## src/rtl/lcd_pkg.sv

```systemverilog
// lcd_pkg: shared constants, FSM states and glyph addressing
// for the LCD digit renderer.
package lcd_pkg;

   localparam int GLYPH_ROWS = 16;
   localparam int GLYPH_COLS = 8;
   localparam int NUM_GLYPHS = 10;
   localparam int ROM_DEPTH  = 160;

   typedef enum logic [2:0] {
      IDLE,
      FETCH,
      LOAD,
      SHIFT,
      DONE
   } state_e;

   // Non-BCD digits fold onto glyph 0 so no address reaches ROM_DEPTH.
   function automatic logic [7:0] glyph_addr(
      input logic [3:0] digit,
      input logic [3:0] row
   );
      logic [3:0] d;
      d = (int'(digit) < NUM_GLYPHS) ? digit : 4'd0;
      return {d, row};
   endfunction

endpackage

```

## src/rtl/lcd_row_serializer.sv

```systemverilog
// lcd_row_serializer: shifts one glyph row byte out MSB first,
// one bit per valid/ready handshake.
module lcd_row_serializer
   import lcd_pkg::*;
(
   input  logic       clk,
   input  logic       rst,
   input  logic       load_i,
   input  logic [7:0] byte_i,
   input  logic       ready_i,
   output logic       valid_o,
   output logic       bit_o,
   output logic       last_bit_o,
   output logic       row_done_o
);

   logic [7:0] shreg_q, shreg_d;
   logic [3:0] cnt_q, cnt_d;
   logic       fire;

   assign valid_o    = (cnt_q != 4'd0);
   assign fire       = valid_o && ready_i;
   assign bit_o      = shreg_q[7];
   assign last_bit_o = (cnt_q == 4'd1);
   assign row_done_o = fire && last_bit_o;

   always_comb begin
      shreg_d = shreg_q;
      cnt_d   = cnt_q;
      if (load_i) begin
         shreg_d = byte_i;
         cnt_d   = 4'(GLYPH_COLS);
      end else if (fire) begin
         shreg_d = {shreg_q[6:0], 1'b0};
         cnt_d   = cnt_q - 4'd1;
      end
   end

   always_ff @(posedge clk) begin
      if (rst) begin
         shreg_q <= 8'h00;
         cnt_q   <= 4'd0;
      end else begin
         shreg_q <= shreg_d;
         cnt_q   <= cnt_d;
      end
   end

endmodule

```

## src/rtl/lcd_digit_renderer.sv

```systemverilog
// lcd_digit_renderer: rasterises a latched BCD value into a pixel stream.
// LCD_LEADING_ZERO_BLANK_EN: blank leading zero digits (LSD always drawn).
module lcd_digit_renderer
   import lcd_pkg::*;
#(
   parameter int                NUM_DIGITS = 4,
   parameter int                PIX_W      = 16,
   parameter logic [PIX_W-1:0]  FG_COLOR   = 16'hFFFF,
   parameter logic [PIX_W-1:0]  BG_COLOR   = 16'h0000
) (
   input  logic                    clk,
   input  logic                    rst,
   input  logic                    start,
   input  logic [4*NUM_DIGITS-1:0] digits_bcd,
   output logic                    busy,
   output logic                    done,
   output logic [7:0]              rom_addr,
   input  logic [7:0]              rom_data,
   output logic                    pix_valid,
   input  logic                    pix_ready,
   output logic [PIX_W-1:0]        pix_data,
   output logic                    pix_eol,
   output logic                    pix_last
);

   localparam logic [2:0] MSD = 3'(NUM_DIGITS - 1);

   state_e                  state_q, state_d;
   logic [4*NUM_DIGITS-1:0] digits_q, digits_d;
   logic [3:0]              row_q, row_d;
   logic [2:0]              dig_q, dig_d;
   logic [3:0]              nib;
   logic                    blank;
   logic                    load;
   logic [7:0]              load_byte;
   logic                    ser_bit;
   logic                    last_bit;
   logic                    row_done;

   assign nib      = digits_q[{dig_q, 2'b00} +: 4];
   assign rom_addr = glyph_addr(nib, row_q);

   always_comb begin
      blank = 1'b0;
`ifdef LCD_LEADING_ZERO_BLANK_EN
      blank = (dig_q != 3'd0);
      for (int i = 0; i < NUM_DIGITS; i++)
         if (3'(i) >= dig_q && digits_q[4*i +: 4] != 4'd0)
            blank = 1'b0;
`endif
   end

   assign load_byte = (blank || int'(nib) >= NUM_GLYPHS) ? 8'h00 : rom_data;

   always_comb begin
      state_d  = state_q;
      digits_d = digits_q;
      row_d    = row_q;
      dig_d    = dig_q;
      load     = 1'b0;
      unique case (state_q)
         IDLE: begin
            if (start) begin
               digits_d = digits_bcd;
               row_d    = 4'd0;
               dig_d    = MSD;
               state_d  = FETCH;
            end
         end
         FETCH: state_d = LOAD;
         LOAD: begin
            load    = 1'b1;
            state_d = SHIFT;
         end
         SHIFT: begin
            if (row_done) begin
               state_d = FETCH;
               if (dig_q != 3'd0) begin
                  dig_d = dig_q - 3'd1;
               end else if (row_q != 4'(GLYPH_ROWS - 1)) begin
                  dig_d = MSD;
                  row_d = row_q + 4'd1;
               end else begin
                  state_d = DONE;
               end
            end
         end
         DONE:    state_d = IDLE;
         default: state_d = IDLE;
      endcase
   end

   always_ff @(posedge clk) begin
      if (rst) begin
         state_q  <= IDLE;
         digits_q <= '0;
         row_q    <= 4'd0;
         dig_q    <= 3'd0;
      end else begin
         state_q  <= state_d;
         digits_q <= digits_d;
         row_q    <= row_d;
         dig_q    <= dig_d;
      end
   end

   lcd_row_serializer u_ser (
      .clk        (clk),
      .rst        (rst),
      .load_i     (load),
      .byte_i     (load_byte),
      .ready_i    (pix_ready),
      .valid_o    (pix_valid),
      .bit_o      (ser_bit),
      .last_bit_o (last_bit),
      .row_done_o (row_done)
   );

   assign busy     = (state_q == FETCH) || (state_q == LOAD) ||
                     (state_q == SHIFT);
   assign done     = (state_q == DONE);
   assign pix_data = ser_bit ? FG_COLOR : BG_COLOR;
   assign pix_eol  = pix_valid && last_bit && (dig_q == 3'd0);
   assign pix_last = pix_eol && (row_q == 4'(GLYPH_ROWS - 1));

endmodule

```

## config.mk

```make
export PLATFORM = sky130hd
export DESIGN_NAME = lcd_digit_renderer
export DESIGN_NICKNAME = d
export VERILOG_FILES = /design/src/rtl/lcd_pkg.sv /design/src/rtl/lcd_row_serializer.sv /design/src/rtl/lcd_digit_renderer.sv
export SDC_FILE = /design/constraint.sdc
export NUM_CORES = 1
export LEC_CHECK = 0
export ABC_AREA = 1
export ABC_CLOCK_PERIOD_IN_PS = 2340
export CORE_MARGIN = 1
export CORE_UTILIZATION = 49
export DETAILED_ROUTE_END_ITERATION = 16
export PLACE_DENSITY = 0.9
export SLEW_MARGIN = 10
export SYNTH_ARGS = -nofsm -noshare
export SYNTH_HDL_FRONTEND = slang
export SYNTH_HIERARCHICAL = 1
export SYNTH_SLANG_ARGS = --single-unit
```

## constraint.sdc

```tcl
create_clock -name clk -period 2.34 [get_ports clk]
set_clock_uncertainty 0.05 [all_clocks]
set_input_delay 0.468 -clock clk [delete_from_list [all_inputs] [get_ports clk]]
set_output_delay 0.468 -clock clk [all_outputs]
set_load 0.01 [all_outputs]
```

## Word-level counts from Yosys, hierarchy flattened

Cells that the tools add are included.

| word-level totals | value |
|---|---|
| word-level logic and storage cells | 66 |
| bits in writable memories | 0 |
| output and inout bits | 29 |
| flip-flop bits (word level) | 38 |
| latch bits | 0 |
| bits in read-only memories | 0 |
| memories | 0 |

| operators by class | value |
|---|---|
| muxes and demuxes | 23 |
| shift-type cells | 1 |
| magnitude comparators | 2 |
| bitwise logic cells | 0 |
| equal/unequal tests | 12 |
| $mul | 0 |
| add/subtract/negate cells | 3 |
| div/mod/pow operators | 0 |
| reduce and logical (&&, ||, !) cells | 18 |

Operators by type and width:

| kind | number |
|---|---|
| $mux W4 | 7 |
| $mux W3 | 8 |
| $mux W8 | 3 |
| $mux W16 | 1 |
| $shiftx A16 B6 Y4 | 1 |
| $pmux W3 S4 | 1 |
| $ne A2 B2 Y1 const B | 4 |
| $pmux W4 S2 | 1 |
| $eq A3 B2 Y1 const B | 2 |
| $logic_not A3 Y1 | 2 |
| $pmux W3 S2 | 1 |
| $logic_and A1 B1 Y1 | 5 |
| $reduce_and A5 Y1 | 1 |
| $add A4 B1 Y4 const B | 1 |
| $eq A4 B1 Y1 const B | 1 |
| $eq A4 B4 Y1 const B | 1 |
| $ge A4 B4 Y1 const B | 1 |
| $lt A4 B4 Y1 const B | 1 |
| $ne A4 B4 Y1 const B | 1 |
| $reduce_and A2 Y1 | 2 |
| $reduce_and A4 Y1 | 1 |
| $reduce_bool A2 Y1 | 2 |
| $reduce_bool A4 Y1 | 1 |
| $sub A4 B1 Y4 const B | 1 |
| 8 further kinds | 9 |

## Depth between registers and ports, before layout

Gate-level depths: netlist of the first run.

| logic depth | value |
|---|---|
| depth in word-level cells | 5 |
| depth in mapped cells | 12 |
| depth with buffers taken out | 12 |

## Modules after synthesis

The synthesis of the first run kept the hierarchy.

Modules (own cells, without submodules):

| module | instances | area each (um^2) | sequential area each (um^2) | cells an instance |
|---|---|---|---|---|
| lcd_digit_renderer | 1 | 1556.5 | 520.5 | 235 |
| lcd_row_serializer | 1 | 681.9 | 240.2 | 94 |

## Worst setup path before layout of the first run

Ideal clock, no wire load.

| timing | value |
|---|---|
| kind | register -> output |
| from | reg u_ser.cnt_q[0] |
| to | out pix_last |
| path buffers | 0 |
| path slack | 0.521 ns |
| cell stages (with the launch flop) | 6 |
| arrival | 1.301 ns |
| cell sequence | dfxtp_1 > inv_1 > ha_1 > nand2_2 > inv_1 > nor4_1 |

| between the ends | value |
|---|---|
| longest elaborated chain between the ends | 4 |
| elaborated cells on any way between the ends | 5 |
| classes of those cells | eq/ne: 1; reduce/logical: 4 |

RTL lines:

| item | line | RTL |
|---|---|---|
| start: declaration | lcd_row_serializer.sv:18 | `logic [3:0] cnt_q, cnt_d;` |
| start signal: assignment | lcd_row_serializer.sv:45 | `cnt_q <= cnt_d;` |
| $reduce_bool A4 Y1 | lcd_row_serializer.sv:21 | `assign valid_o = (cnt_q != 4'd0);` |
| via pix_valid | lcd_digit_renderer.sv:19 | `output logic pix_valid,` |
| $logic_and A1 B1 Y1 (2 in a row) | lcd_digit_renderer.sv:123 | `assign pix_eol = pix_valid && last_bit && (dig_q == 3'd0);` |
| $logic_and A1 B1 Y1 | lcd_digit_renderer.sv:124 | `assign pix_last = pix_eol && (row_q == 4'(GLYPH_ROWS - 1));` |
| end: declaration | lcd_digit_renderer.sv:23 | `output logic pix_last` |

The timed path passes the listed nets, and every way through them passes these cells.

## Final worst setup path of the first run

| timing | value |
|---|---|
| from | reg dig_q[0] |
| to | out rom_addr[5] |

| between the ends | value |
|---|---|
| longest elaborated chain between the ends | 3 |

RTL lines:

| item | line | RTL |
|---|---|---|
| start: declaration | lcd_digit_renderer.sv:31 | `logic [2:0] dig_q, dig_d;` |
| start signal: assignment | lcd_digit_renderer.sv:103 | `dig_q <= dig_d;` |
| $shiftx A16 B6 Y4 (*) | lcd_digit_renderer.sv:40 | `assign nib = digits_q[{dig_q, 2'b00} +: 4];` |
| $lt A4 B4 Y1 | lcd_pkg.sv:24 | `d = (int'(digit) < NUM_GLYPHS) ? digit : 4'd0;` |
| $mux W4 (*) | lcd_pkg.sv:24 |  |
| end: declaration | lcd_digit_renderer.sv:17 | `output logic [7:0] rom_addr,` |

Mark *: on every way between the ends. The rest lies on a longest branch, timed or not.

==> impl_metrics.toml, run 1 <==
[final_layout]
syn2layout_area_growth_pct = 29.5
finalInstanceArea_sq_um = 2900
num_antenna_cells = 0
n_fill_cell = 366
final_layout_size_suffix_gt1_share_pct = 15.9
final_nets = 410
register_area_sq_um = 766
multi_input_area_sq_um = 1110

[logic_synthesis]
synth_fp_nets = 362
synth_seq_cells = 38
synthArstFlopShare_pct = 0
syn_area_per_cell_sq_um = 6.80
yosys-top-cells-count = "nand2_1, inv_1, dfxtp_1, a21oi_1, nor2_1"
ys_types = 29
synth_top_cell_area_share_pct = 34.0
yosys_warnings = 6
synth-main-ff-cell = "dfxtp_1"
yosys.area.top_type = "dfxtp_1"
yosysSeqAreaShare_pct = 34.0
yosysMostFrequentCell = "nand2_1"
ys_top_cells_by_area = "dfxtp_1, nand2_1, inv_1"
syn_inst = 329
mappedNetlistArea_sq_um = 2240
synth_edf_count = 0

[die]
fp.dieW_um = 69.6
num_io_pins = 57
initial_core_util_pct = 51.1
rows = 24
dieArea_sq_um = 4840
fp.dieH_um = 69.6
core_sq_um = 4380

[critical_path]
rr_startpoint = "u_ser/cnt_q[0]"
timing.rr.end = "dig_q[2]"
end_kind = "output pin"
worstRegToRegCells = 12
critPathSlowestCell = "dfxtp_4"
required_ns = 1.82
rrSetupSlack_ns = 0.46
startpoint_type = "flop"
critPathMaxFanout = 7
critPathArrivalTime_ns = 1.69
crit_chain = "buf_4 > nand2_1 > nand3_1 > nand3_1 > a21oi_2 > buf_4 > nor3_1 > dlygate4sd2_1"
path_class = "reg -> out"
slowest_delay_ns = 0.37

[routing]
drt_drc_violations_left = 0
vias = 2193
drt_wl_total_mm = 4.70
drtIter0Drc = 85
via_per_inst = 5.10
ant_nets = 0
first_pass_iters = 5
wl_per_cell_um = 10.9

[outcome]
status = "completed"

[clock_tree]
cts_max_level = 2
ctsHoldBuffers = 0
cts_tree = "done"
cts_buffers = 5
cts.sinks = 38
cts.path.max_buffers = 2
clk_pin_slew_ns = 0.07
clkLatencyLatePin_ns = 0.29
root_buffer = "clkbuf_8"

[sta]
finalCritPeriodShare_pct = 94.5
tightest_slew_ns = 0.461
finalHoldViolations = 0
grt_setup_unrepaired = "no"
setup_viol = 0
period_minus_slack_ns = 2.21
max-slew-margin-rel_pct = 69.2
finalMaxSlewViolations = 0
tns_ns = 0
worst_slack_ns = 0.128
max_freq_ghz = 0.452

[grt]
grt_pass1_wl_mm = 8.10
antenna_found_initial = 0
gr-total-overflow = 0
grt_max_degree = 33
grt_use_total_pct = 20.4
grt_pass1_vias = 1930

[place]
gp_congestion = 0.878
placed_cell_area_sq_um = 2770
portBuffers = 56
place_ws_ns = 0.105
place_hpwl_mm = 3.56

[hold_path]
hold_class = "reg -> reg"
hold_path_depth = 2
min_to = "digits_q[3]"
hold_start = "digits_q[3]"

[pwr]
power_frac_seq_pct = 33.1
power.share.combinational_pct = 46.9
p_int_uw = 1640
clkPwrFrac_pct = 20.0
netSwitchingFraction_pct = 39.7
leakage_uw = 0.00122
power.switching_uw = 1080
cellPowerDensity_nw_per_um2 = 938
peakVddDrop_mv = 0.510

[run]
max_cap_violations = 0
-- cell type report --
class                   count  share of cell area (%)
multi-input cells         210                    38.5
flip-flops and latches     38                    26.4
repair buffers             66                    21.7
inverters                  56                    7.43
clock buffers               5                    2.37
well taps                  52                    2.25
clock inverters             3                    1.38
-- cell families after synthesis --
group           after synthesis  share of synthesized area (%)
flops                        38                           34.0
compound gates               68                           16.8
fa+ha+maj                     5                           2.79
simple gates                136                           29.2
buf+inv                      81                           16.9
xor+xnor                      1                          0.391
-- worst max-delay path: cells and delay by family, from the launching register on --
family | cells | cell delay, ns
AOI/OAI and AO/OA | 1 | 0.05
and+or+nand+nor | 4 | 0.41
DFF | 1 | 0.37
buffers and inverters | 3 | 0.59
-- how the worst max path moves through the flow --
stage / startpoint / end / slack, ns / cells after the start
2_1_floorplan: u_ser/cnt_q[0] / pix_last / 0.52 / 5
3_3_place_gp: u_ser/cnt_q[1] / pix_last / 0.18 / 6
3_5_place_dp: u_ser/cnt_q[1] / pix_last / 0.11 / 6
4_1_cts: dig_q[0] / rom_addr[7] / 0.04 / 7
5_1_grt: dig_q[0] / rom_addr[5] / 0.005 / 8
6_report: dig_q[0] / rom_addr[5] / 0.13 / 8
-- through the flow --
stage / hold WS, ns / instances / utilization, % / power [uW]
6_report: 0.397 / 430 / 66.1 / 2720
5_1_grt: 0.417 / 430 / 66.1 / 2930
4_1_cts: 0.401 / 430 / 65.9 / 2730
3_5_place_dp: 0.389 / 421 / 63.2 / 2170
3_3_place_gp: 0.389 / 421 / 63.2 / 2140
2_1_floorplan: 0.374 / 329 / - / 1760
-- metal layers --
metal / vias up / track usage, % / share of wire [%]
li1: 1120 / - / -
met1: 985 / 24.1 / 43
met3: 7 / 5.38 / 5.9
met2: 81 / 36.2 / 50
met5: - / 0 / 0
met4: 0 / 5.90 / 1.4
-- power by group through the flow --
stage / clock [uW] / combinational, uW / sequential (uW)
finish: 543 / 1280 / 900
global placement: 0 / 1240 / 898
global route: 583 / 1430 / 916
detailed placement: 0 / 1270 / 904
CTS: 557 / 1280 / 894
floorplan: 0 / 891 / 874
-- sequential cells by signal (all words and copies together) (netlist names) --
name           cells
state_q            3
dig_q              3
digits_q          16
row_q              4
u_ser/shreg_q      8
u_ser/cnt_q        4
-- cell usage in the layout (no fill, tap or decap), types with 2 or more instances in the layout --
| cell type | instances |
|---|---|
| inv_1 | 50 |
| a21oi_2 | 7 |
| clkdlybuf4s50_1 | 50 |
| nor2_2 | 2 |
| a21oi_1 | 29 |
| nor3_1 | 6 |
| nand2_2 | 12 |
| buf_4 | 10 |
| nor2_4 | 2 |
| nand3_1 | 20 |
| nand3_2 | 3 |
| dlygate4sd2_1 | 4 |
| nand4_1 | 2 |
| o21ai_0 | 24 |
| clkbuf_8 | 5 |
| ha_1 | 5 |
| nand2_4 | 2 |
| nand2_1 | 56 |
| dfxtp_1 | 36 |
| o21ai_1 | 6 |
| clkinv_2 | 2 |
| nor2_1 | 26 |
| inv_2 | 5 |
-- timing repair --
item / CTS / global route
setup buffers: 1 / 0
gates resized for setup: 9 / 6
setup endpoints to repair: 6 / 4
No activity file was read; power rests on OpenSTA's default activity.
==> inputs of run 2 (changes only) <==
--- a/config.mk
+++ b/config.mk
@@ -10,6 +10,7 @@
 export CORE_MARGIN = 1
 export CORE_UTILIZATION = 49
 export DETAILED_ROUTE_END_ITERATION = 16
+export GPL_TIMING_DRIVEN = 1
 export PLACE_DENSITY = 0.9
 export SLEW_MARGIN = 10
 export SYNTH_ARGS = -nofsm -noshare
==> results of run 2 <==
The final DEF is identical to that of run 1; final timing and power are the same.
